===== src/rtl/vec_rf_pkg.sv =====
// Shared types and constants for the vector register file and its scoreboard.
// Latency: n/a (types only).
// Backpressure: n/a.
package vec_rf_pkg;

    localparam int RF_DEPTH  = 32;
    localparam int RF_ADDR_W = $clog2(RF_DEPTH);

    typedef logic [RF_ADDR_W-1:0] rf_addr_t;

    // Entry hard-wired to zero when the zero-register option is enabled.
    localparam rf_addr_t RF_ZERO_ADDR = '0;

    typedef struct packed {
        logic     en;
        rf_addr_t addr;
    } rd_req_t;

endpackage


===== src/rtl/gen_reg.sv =====
// Generic pipeline register with synchronous active-high reset to zero.
// Latency: 1 cycle. Backpressure: none, the register loads every cycle.
// Ports: i_clk, i_rst, i_d (next value), o_q (registered value).
module gen_reg #(
    parameter int p_w = 1
) (
    input  logic           i_clk,
    input  logic           i_rst,
    input  logic [p_w-1:0] i_d,
    output logic [p_w-1:0] o_q
);

    always_ff @(posedge i_clk) begin
        if (i_rst) o_q <= '0;
        else       o_q <= i_d;
    end

endmodule


===== src/rtl/reg_scoreboard.sv =====
// Busy-bit scoreboard: set on claim, cleared on writeback, two combinational queries.
// Latency: set/clear take effect after the edge; queries reflect current state.
// Backpressure: none. Ports: i_set_* claim, i_clr_* writeback clear, i_q*_addr/o_q*_busy queries.
module reg_scoreboard #(
    parameter int p_depth  = 32,
    parameter int p_addr_w = $clog2(p_depth)
) (
    input  logic                i_clk,
    input  logic                i_rst,
    input  logic                i_set_en,
    input  logic [p_addr_w-1:0] i_set_addr,
    input  logic                i_clr_en,
    input  logic [p_addr_w-1:0] i_clr_addr,
    input  logic [p_addr_w-1:0] i_qa_addr,
    input  logic [p_addr_w-1:0] i_qb_addr,
    output logic                o_qa_busy,
    output logic                o_qb_busy
);

    logic [p_depth-1:0] r_busy;

    // Set is checked first so a claim and a writeback to the same entry
    // leave it busy: the newer instruction still owns the destination.
    always_ff @(posedge i_clk) begin
        if (i_rst) begin
            r_busy <= '0;
        end else begin
            for (int i = 0; i < p_depth; i++) begin
                if (i_set_en && (i_set_addr == p_addr_w'(i)))
                    r_busy[i] <= 1'b1;
                else if (i_clr_en && (i_clr_addr == p_addr_w'(i)))
                    r_busy[i] <= 1'b0;
            end
        end
    end

    // Out-of-range addresses match no entry and read as not busy.
    always_comb begin
        o_qa_busy = 1'b0;
        o_qb_busy = 1'b0;
        for (int i = 0; i < p_depth; i++) begin
            if (i_qa_addr == p_addr_w'(i)) o_qa_busy = r_busy[i];
            if (i_qb_addr == p_addr_w'(i)) o_qb_busy = r_busy[i];
        end
    end

endmodule


===== src/rtl/vec_reg_file.sv =====
// Register file: one write port, two registered read ports, per-entry busy scoreboard.
// Latency: reads 1 cycle (data/busy/valid registered), write-to-read bypass in the same cycle.
// Backpressure: none; ports i_wr_*, i_claim_*, i_rd_*_a/b in, o_rd_data/valid/busy_a/b out.
module vec_reg_file
    import vec_rf_pkg::*;
#(
    parameter int p_width    = 32,
    parameter int p_depth    = 32,
    parameter int p_addr_w   = $clog2(p_depth),
    parameter int p_zero_reg = 1
) (
    input  logic                i_clk,
    input  logic                i_rst,
    input  logic                i_wr_en,
    input  logic [p_addr_w-1:0] i_wr_addr,
    input  logic [p_width-1:0]  i_wr_data,
    input  logic                i_claim_en,
    input  logic [p_addr_w-1:0] i_claim_addr,
    input  logic                i_rd_en_a,
    input  logic [p_addr_w-1:0] i_rd_addr_a,
    output logic [p_width-1:0]  o_rd_data_a,
    output logic                o_rd_valid_a,
    output logic                o_busy_a,
    input  logic                i_rd_en_b,
    input  logic [p_addr_w-1:0] i_rd_addr_b,
    output logic [p_width-1:0]  o_rd_data_b,
    output logic                o_rd_valid_b,
    output logic                o_busy_b
);

    logic [p_width-1:0] r_mem [p_depth];

    rd_req_t              w_req_a, w_req_b;
    logic                 w_wr_ok, w_claim_ok;
    logic                 w_sb_busy_a, w_sb_busy_b;
    logic [p_width:0]     w_rd_a, w_rd_b;
    logic [p_width+1:0]   w_stg_d_a, w_stg_d_b;
    logic [p_width+1:0]   w_stg_q_a, w_stg_q_b;

    // An entry is live when it exists and is not the hard-wired zero entry.
    function automatic logic f_live(input logic [p_addr_w-1:0] a);
        return (int'(a) < p_depth) &&
               !((p_zero_reg != 0) && (a == p_addr_w'(RF_ZERO_ADDR)));
    endfunction

    // Returns {busy, data} for one read port. A same-cycle write to the
    // same entry is forwarded and shows the entry as free; a same-cycle
    // claim is only visible from the next cycle on.
    function automatic logic [p_width:0] f_rd(input logic [p_addr_w-1:0] a,
                                              input logic               sb_busy);
        logic [p_width-1:0] d;
        logic               b;
        d = '0;
        b = 1'b0;
        if (w_wr_ok && (a == i_wr_addr)) begin
            d = i_wr_data;
        end else if (f_live(a)) begin
            for (int i = 0; i < p_depth; i++)
                if (a == p_addr_w'(i)) d = r_mem[i];
            b = sb_busy;
        end
        return {b, d};
    endfunction

    assign w_req_a    = '{en: i_rd_en_a, addr: rf_addr_t'(i_rd_addr_a)};
    assign w_req_b    = '{en: i_rd_en_b, addr: rf_addr_t'(i_rd_addr_b)};
    assign w_wr_ok    = i_wr_en    && f_live(i_wr_addr);
    assign w_claim_ok = i_claim_en && f_live(i_claim_addr);

    always_ff @(posedge i_clk) begin
        if (i_rst) begin
            for (int i = 0; i < p_depth; i++) r_mem[i] <= '0;
        end else begin
            for (int i = 0; i < p_depth; i++)
                if (w_wr_ok && (i_wr_addr == p_addr_w'(i))) r_mem[i] <= i_wr_data;
        end
    end

    reg_scoreboard #(
        .p_depth  (p_depth),
        .p_addr_w (p_addr_w)
    ) u_sb (
        .i_clk      (i_clk),
        .i_rst      (i_rst),
        .i_set_en   (w_claim_ok),
        .i_set_addr (i_claim_addr),
        .i_clr_en   (w_wr_ok),
        .i_clr_addr (i_wr_addr),
        .i_qa_addr  (p_addr_w'(w_req_a.addr)),
        .i_qb_addr  (p_addr_w'(w_req_b.addr)),
        .o_qa_busy  (w_sb_busy_a),
        .o_qb_busy  (w_sb_busy_b)
    );

    assign w_rd_a = f_rd(p_addr_w'(w_req_a.addr), w_sb_busy_a);
    assign w_rd_b = f_rd(p_addr_w'(w_req_b.addr), w_sb_busy_b);

    // Idle ports recirculate data/busy so they hold; only valid drops.
    assign w_stg_d_a = w_req_a.en ? {1'b1, w_rd_a} : {1'b0, o_busy_a, o_rd_data_a};
    assign w_stg_d_b = w_req_b.en ? {1'b1, w_rd_b} : {1'b0, o_busy_b, o_rd_data_b};

    gen_reg #(.p_w(p_width + 2)) u_stg_a (
        .i_clk (i_clk),
        .i_rst (i_rst),
        .i_d   (w_stg_d_a),
        .o_q   (w_stg_q_a)
    );

    gen_reg #(.p_w(p_width + 2)) u_stg_b (
        .i_clk (i_clk),
        .i_rst (i_rst),
        .i_d   (w_stg_d_b),
        .o_q   (w_stg_q_b)
    );

    assign {o_rd_valid_a, o_busy_a, o_rd_data_a} = w_stg_q_a;
    assign {o_rd_valid_b, o_busy_b, o_rd_data_b} = w_stg_q_b;

endmodule


===== config.mk =====
export PLATFORM = sky130hd
export DESIGN_NAME = vec_reg_file
export DESIGN_NICKNAME = d
export VERILOG_FILES = /design/src/rtl/vec_rf_pkg.sv /design/src/rtl/gen_reg.sv /design/src/rtl/reg_scoreboard.sv /design/src/rtl/vec_reg_file.sv
export SDC_FILE = /design/constraint.sdc
export NUM_CORES = 2
export LEC_CHECK = 0
export ABC_AREA = 1
export BUFFER_PORTS_ARGS = -buffer_cell sky130_fd_sc_hd__buf_4
export CORE_MARGIN = 1.5
export CORE_UTILIZATION = 30
export CTS_BUF_LIST = sky130_fd_sc_hd__clkbuf_4
export DETAILED_ROUTE_END_ITERATION = 10
export HOLD_SLACK_MARGIN = 0.1
export REMOVE_ABC_BUFFERS = 1
export SYNTH_ARGS = -nofsm -noshare
export SYNTH_HDL_FRONTEND = slang
export SYNTH_HIERARCHICAL = 1
export SYNTH_SLANG_ARGS = --single-unit

===== constraint.sdc =====
create_clock -name i_clk -period 4.7 [get_ports i_clk]
set_input_delay 0.235 -clock i_clk [delete_from_list [all_inputs] [get_ports i_clk]]
set_output_delay 0.235 -clock i_clk [all_outputs]
set_load 0.01 [all_outputs]

## Word level (Yosys, flattened, before mapping)

Memories as Yosys holds them, arrays and structs flattened.
Index checks and enable logic that the tools add are counted.

| cells by class | value |
|---|---|
| add/subtract/negate cells | 0 |
| $mul | 0 |
| div/mod/pow operators | 0 |
| $lt $le $gt $ge | 0 |
| equal/unequal tests | 126 |
| shift-type cells | 0 |
| multiplexer cells | 326 |
| bitwise operators | 32 |
| reduce and logical (&&, ||, !) cells | 104 |

Operators by type and width:

| kind | count |
|---|---|
| $mux W32 | 98 |
| $eq A5 B5 Y1 const B | 64 |
| $mux W1 | 226 |
| $eq A5 B4 Y1 const B | 32 |
| $eq A5 B3 Y1 const B | 16 |
| $mux W34 | 2 |
| $logic_and A1 B1 Y1 | 67 |
| $reduce_bool A2 Y1 | 31 |
| $eq A5 B2 Y1 const B | 8 |
| $or A1 B1 Y1 | 32 |
| $eq A5 B1 Y1 const B | 4 |
| $logic_not A5 Y1 | 4 |
| $eq A5 B5 Y1 | 2 |
| $logic_not A1 Y1 | 2 |

| word-level totals | value |
|---|---|
| flip-flop bits (word level) | 99 |
| latch bits | 0 |
| memory bits (writable) | 1024 |
| ROM bits | 0 |
| input bits | 58 |
| output and inout port bits | 68 |
| word-level logic and storage cells | 624 |
| memories kept | 1 |

Memories:

| memory | words | width | read ports | clocked after memory_dff | wr ports | RTL line | RTL |
|---|---|---|---|---|---|---|---|
| r_mem | 32 | 32 | 31 | 0 | 32 | vec_reg_file.sv:31 | `logic [p_width-1:0] r_mem [p_depth];` |

## Depth between registers and ports, before layout

| logic depth | value |
|---|---|
| depth after elaboration | 35 |
| mapped depth | 31 |
| gate-level depth less buffers | 30 |

## Cells and area by module

The synthesis kept the hierarchy.

By module, submodules not included:

| module | times used | cells an instance | area each (um^2) | seq. area each (um^2) |
|---|---|---|---|---|
| vec_reg_file | 1 | 6213 | 51410.6 | 29788.6 |
| reg_scoreboard | 1 | 382 | 2259.7 | 640.6 |
| gen_reg | 2 | 106 | 985.9 | 680.7 |

## Least setup slack after synthesis

No wires, ideal clock.

| timing | value |
|---|---|
| path type | input to register |
| from | input i_wr_addr[1] |
| to | memory r_mem[18][0], in the netlist r_mem[0][576], enable pin |
| library setup time | 0.470 ns |
| arrival time | 3.229 ns |
| data required time | 4.230 ns |
| path slack | 1.002 ns |
| stages on the path | 5 |
| path buffers | 1 |
| cells stage by stage | clkbuf_1 inv_1 nor2_1 inv_1 o31ai_1 |

RTL lines:

| what | RTL line | RTL |
|---|---|---|
| start, declared | vec_reg_file.sv:15 | `input logic [p_addr_w-1:0] i_wr_addr,` |
| end, declared | vec_reg_file.sv:31 |  |

## Worst setup path after layout

| timing | value |
|---|---|
| from | input i_rd_addr_a[2] |
| to | register u_stg_a.o_q[30] |

| on the way | value |
|---|---|
| word-level cells in the longest chain between the ends | 34 |
| elaborated cells between the ends (all ways) | 67 |
| those cells by class | 32 x eq/ne; 33 x mux; 2 x reduce/logical |

Ends and longest elaborated chain:

| what | RTL line | RTL |
|---|---|---|
| start, declared | vec_reg_file.sv:20 | `input logic [p_addr_w-1:0] i_rd_addr_a,` |
| $eq A5 B1 Y1 | vec_reg_file.sv:59 | `if (a == p_addr_w'(i)) d = r_mem[i];` |
| $mux W32 (31 in series) | vec_reg_file.sv:59 |  |
| $mux W32 | vec_reg_file.sv:57 | `end else if (f_live(a)) begin` |
| $mux W32 (*) | vec_reg_file.sv:55 | `if (w_wr_ok && (a == i_wr_addr)) begin` |
| end signal, assigned | gen_reg.sv:15 | `else o_q <= i_d;` |
| end, declared | gen_reg.sv:10 | `output logic [p_w-1:0] o_q` |

Mark *: on every way between the ends. The rest lies on a longest branch, timed or not.
A chain may end at the register's enable or synchronous reset.

==> summary.txt <==
Status
  – Status: completed

STA
  – Sum Neg Setup Slack: 0 ns
  – Hold WS: a little over 0.2 ns
  – Period minus WS final: approximately 3.9 ns
  – Tcrit/Tclk final: roughly four fifths
  – Worst-Margin Slew: roughly 1.4 ns
  – Slew headroom: about 7.7%
  – Final hold violation count: 0
  – Worst Clk Skew: between 0.1 and 0.15 ns
  – F_max: 0.260 GHz
  – Fin. max-slew vios: 0
  – RSZ-0062 raised after global routing: no
  – Setup Viol. Count Final: 0

GRT
  – Total grt overflow: 0
  – Initial antenna violation count: 14
  – First-pass GRT wire length: ~320000 µm
  – Largest net degree at the start of global routing: 66
  – Number of global-route vias before repair: 49.5k
  – GRT Total Usage: a little under a quarter

Yosys
  – Avg Cell Area, Syn: 8.17 µm²
  – Synthesized area: around 0.056 mm²
  – Yosys top cell area share: between 50% and 60%
  – Area contributors post-synth: edfxtp_1 54%, nand2_1 15%, nor2_1 8.5%
  – Post-synth EDFFs: 992
  – Flops & latches, synth: around 1.1k
  – Cell count after synthesis: 6807
  – Sequential share of the synthesized area: a little under three fifths
  – Synth unique cells: 43
  – Synth warn: 6
  – Area leader, netlist: edfxtp_1
  – Top post-synthesis cells by count: 2175 x nand2_1, 1266 x nor2_1, 992 x edfxtp_1
  – Top FF cell, synth: edfxtp_1
  – Synth async-reset ratio: 0%
  – Most instantiated library cell after synthesis: nand2_1

Critical path
  – CP Class: input port to flip-flop
  – Setup crit end kind: flip-flop
  – Critical Path RT: 5.91 ns
  – Crit path DAT: 5.06 ns
  – CP peak stage delay: between 0.9 and 1 ns
  – Slowest cell on crit path: nor2_2
  – Worst setup SP type: input port
  – CP max FO: 17
  – CP most frequent cell: nand2_1

Clocking
  – Root buf cell: clkbuf_4
  – TritonCTS buffer count: around 310
  – # Post-CTS Setup Buffers: 0
  – Clock Latency Late Sink: approximately 1.3 ns
  – Hold_buf cts: 162
  – CTS tree: built
  – Sink Count: 1092
  – Bufs on Longest Clock Path: 4
  – Clk pin slew, worst setup/hold paths: ~0.06 ns
  – Post-cts resize count: 0
  – H-Tree Depth: 5

Floorplanning
  – Die height: ~430 µm
  – Row count: approximately 160
  – I/O pins: roughly 130
  – Die W: between 400 and 500 µm
  – Core area: 0.184 mm²
  – Initial core utilization: a little under a third
  – Die area: approximately 0.19 mm²

Pwr
  – Worst VDD drop: 226 µV
  – Cell Pwr Density: roughly 350 mW/mm²
  – Total power: between 0.02 and 0.025 W
  – Static Leak: around 26 nW

Detailed routing
  – Initial DRC Count: just over 7k
  – First-pass iteration count of the detailed router: 7
  – Vias: around 51k
  – Drt drc: 0
  – Vias per cell: roughly 5.2
  – Final wirelength: 220000 µm
  – Routed wire per std cell: ~22 µm
  – Post-route ant nets: 0

Finish
  – Ratio of cells with drive above 1 in the final layout: between 10% and 20%
  – Net count, final: roughly 7.3k
  – Layout area overhead: 17.5%

Placed design
  – Port buffer count: between 100 and 150
  – Gpl congestion: between 0.9 and 1
  – DP HPWL: ~140000 µm

Min path
  – Worst hold path type: input port to flip-flop

Job
  – Max-cap violations: 0
## worst paths after layout
| path | from | to | slack [ns] | cells after the start |
|---|---|---|---|---|
| max | i_rd_addr_a[2] | u_stg_a/o_q[30] | 0.85 | 30 |
| min | i_wr_addr[0] | u_sb/r_busy[15] | 0.20 | 5 |
| max reg2reg | r_mem[0][126] | u_stg_a/o_q[30] | 1.14 | 25 |
| min reg2reg | u_stg_a/o_q[31] | u_stg_a/o_q[31] | 0.52 | 4 |
## critical path: cells and delay by family
| kind | cells | cell delay (ns) |
|---|---|---|
| AND/OR/NAND/NOR | 24 | 2.98 |
| buffers and inverters | 6 | 1.81 |
## cells by family after synthesis
family,Yosys count,synth area share (%)
buf+inv,1160,8.13
compound gates,367,3.40
flops,1092,57.1
simple gates,4178,31.2
xor+xnor,10,0.157
## final cells by class
class                           instances  area, µm²
Fill cell                           18700     118000
Sequential cell                      1092      31800
Multi-Input combinational cell       4555      19600
Timing Repair Buffer                  466       4070
Clock buffer                          470       3530
Tap cell                             2464       3080
Inverter                              802       3010
Clock inverter                         45        278
Antenna cell                           12       30.0
## sequential cells by signal (all words and copies together) (netlist names)
signal / count
r_mem: 992
u_stg_a/o_q: 34
u_sb/r_busy: 32
u_stg_b/o_q: 34
## where the power goes
part | leakage [nW] | internal (W) | switching, W
clock network | 2.29 | 0.00473 | 0.00418
logic | 13.6 | 0.000691 | 0.00180
registers | 10.3 | 0.0113 | 0.000331
total | 26.2 | 0.0167 | 0.00631
## through the flow
step           util [%]  area (µm²)  worst slack, ns  std cells
5_1_grt            35.6       65400            0.780       9900
6_report           35.6       65400            0.847       9906
3_3_place_gp       32.6       59900            0.575       9217
3_5_place_dp       32.6       59900            0.621       9217
4_1_cts            35.6       65400             1.18       9894
2_1_floorplan         -       54100            0.826       6449
## layer usage
layer  part of all wire [%]  global-route usage (%)  vias to the layer above
li1                       -                       -                    23000
met4                    5.6                    12.6                        2
met5                 0.0059                       0                        -
met2                     44                    35.0                     3372
met1                     38                    29.5                    24400
met3                     12                    5.93                      662
## layout by cell type (no fill, tap or decap), types with 7 or more instances in the layout
cell type,instances
inv_2,24
or2_0,7
diode_2,12
dlygate4sd3_1,162
nand4_1,464
nand2_1,2172
edfxtp_1,992
clkinv_1,48
inv_1,767
or2_2,52
buf_12,13
nor2_1,1241
o21ai_4,11
buf_4,291
a21oi_1,145
dfxtp_1,100
nor3_1,20
nor2_2,37
nand3_1,158
o21ai_0,190
clkbuf_4,470
Power figures use the tool's default switching activity.
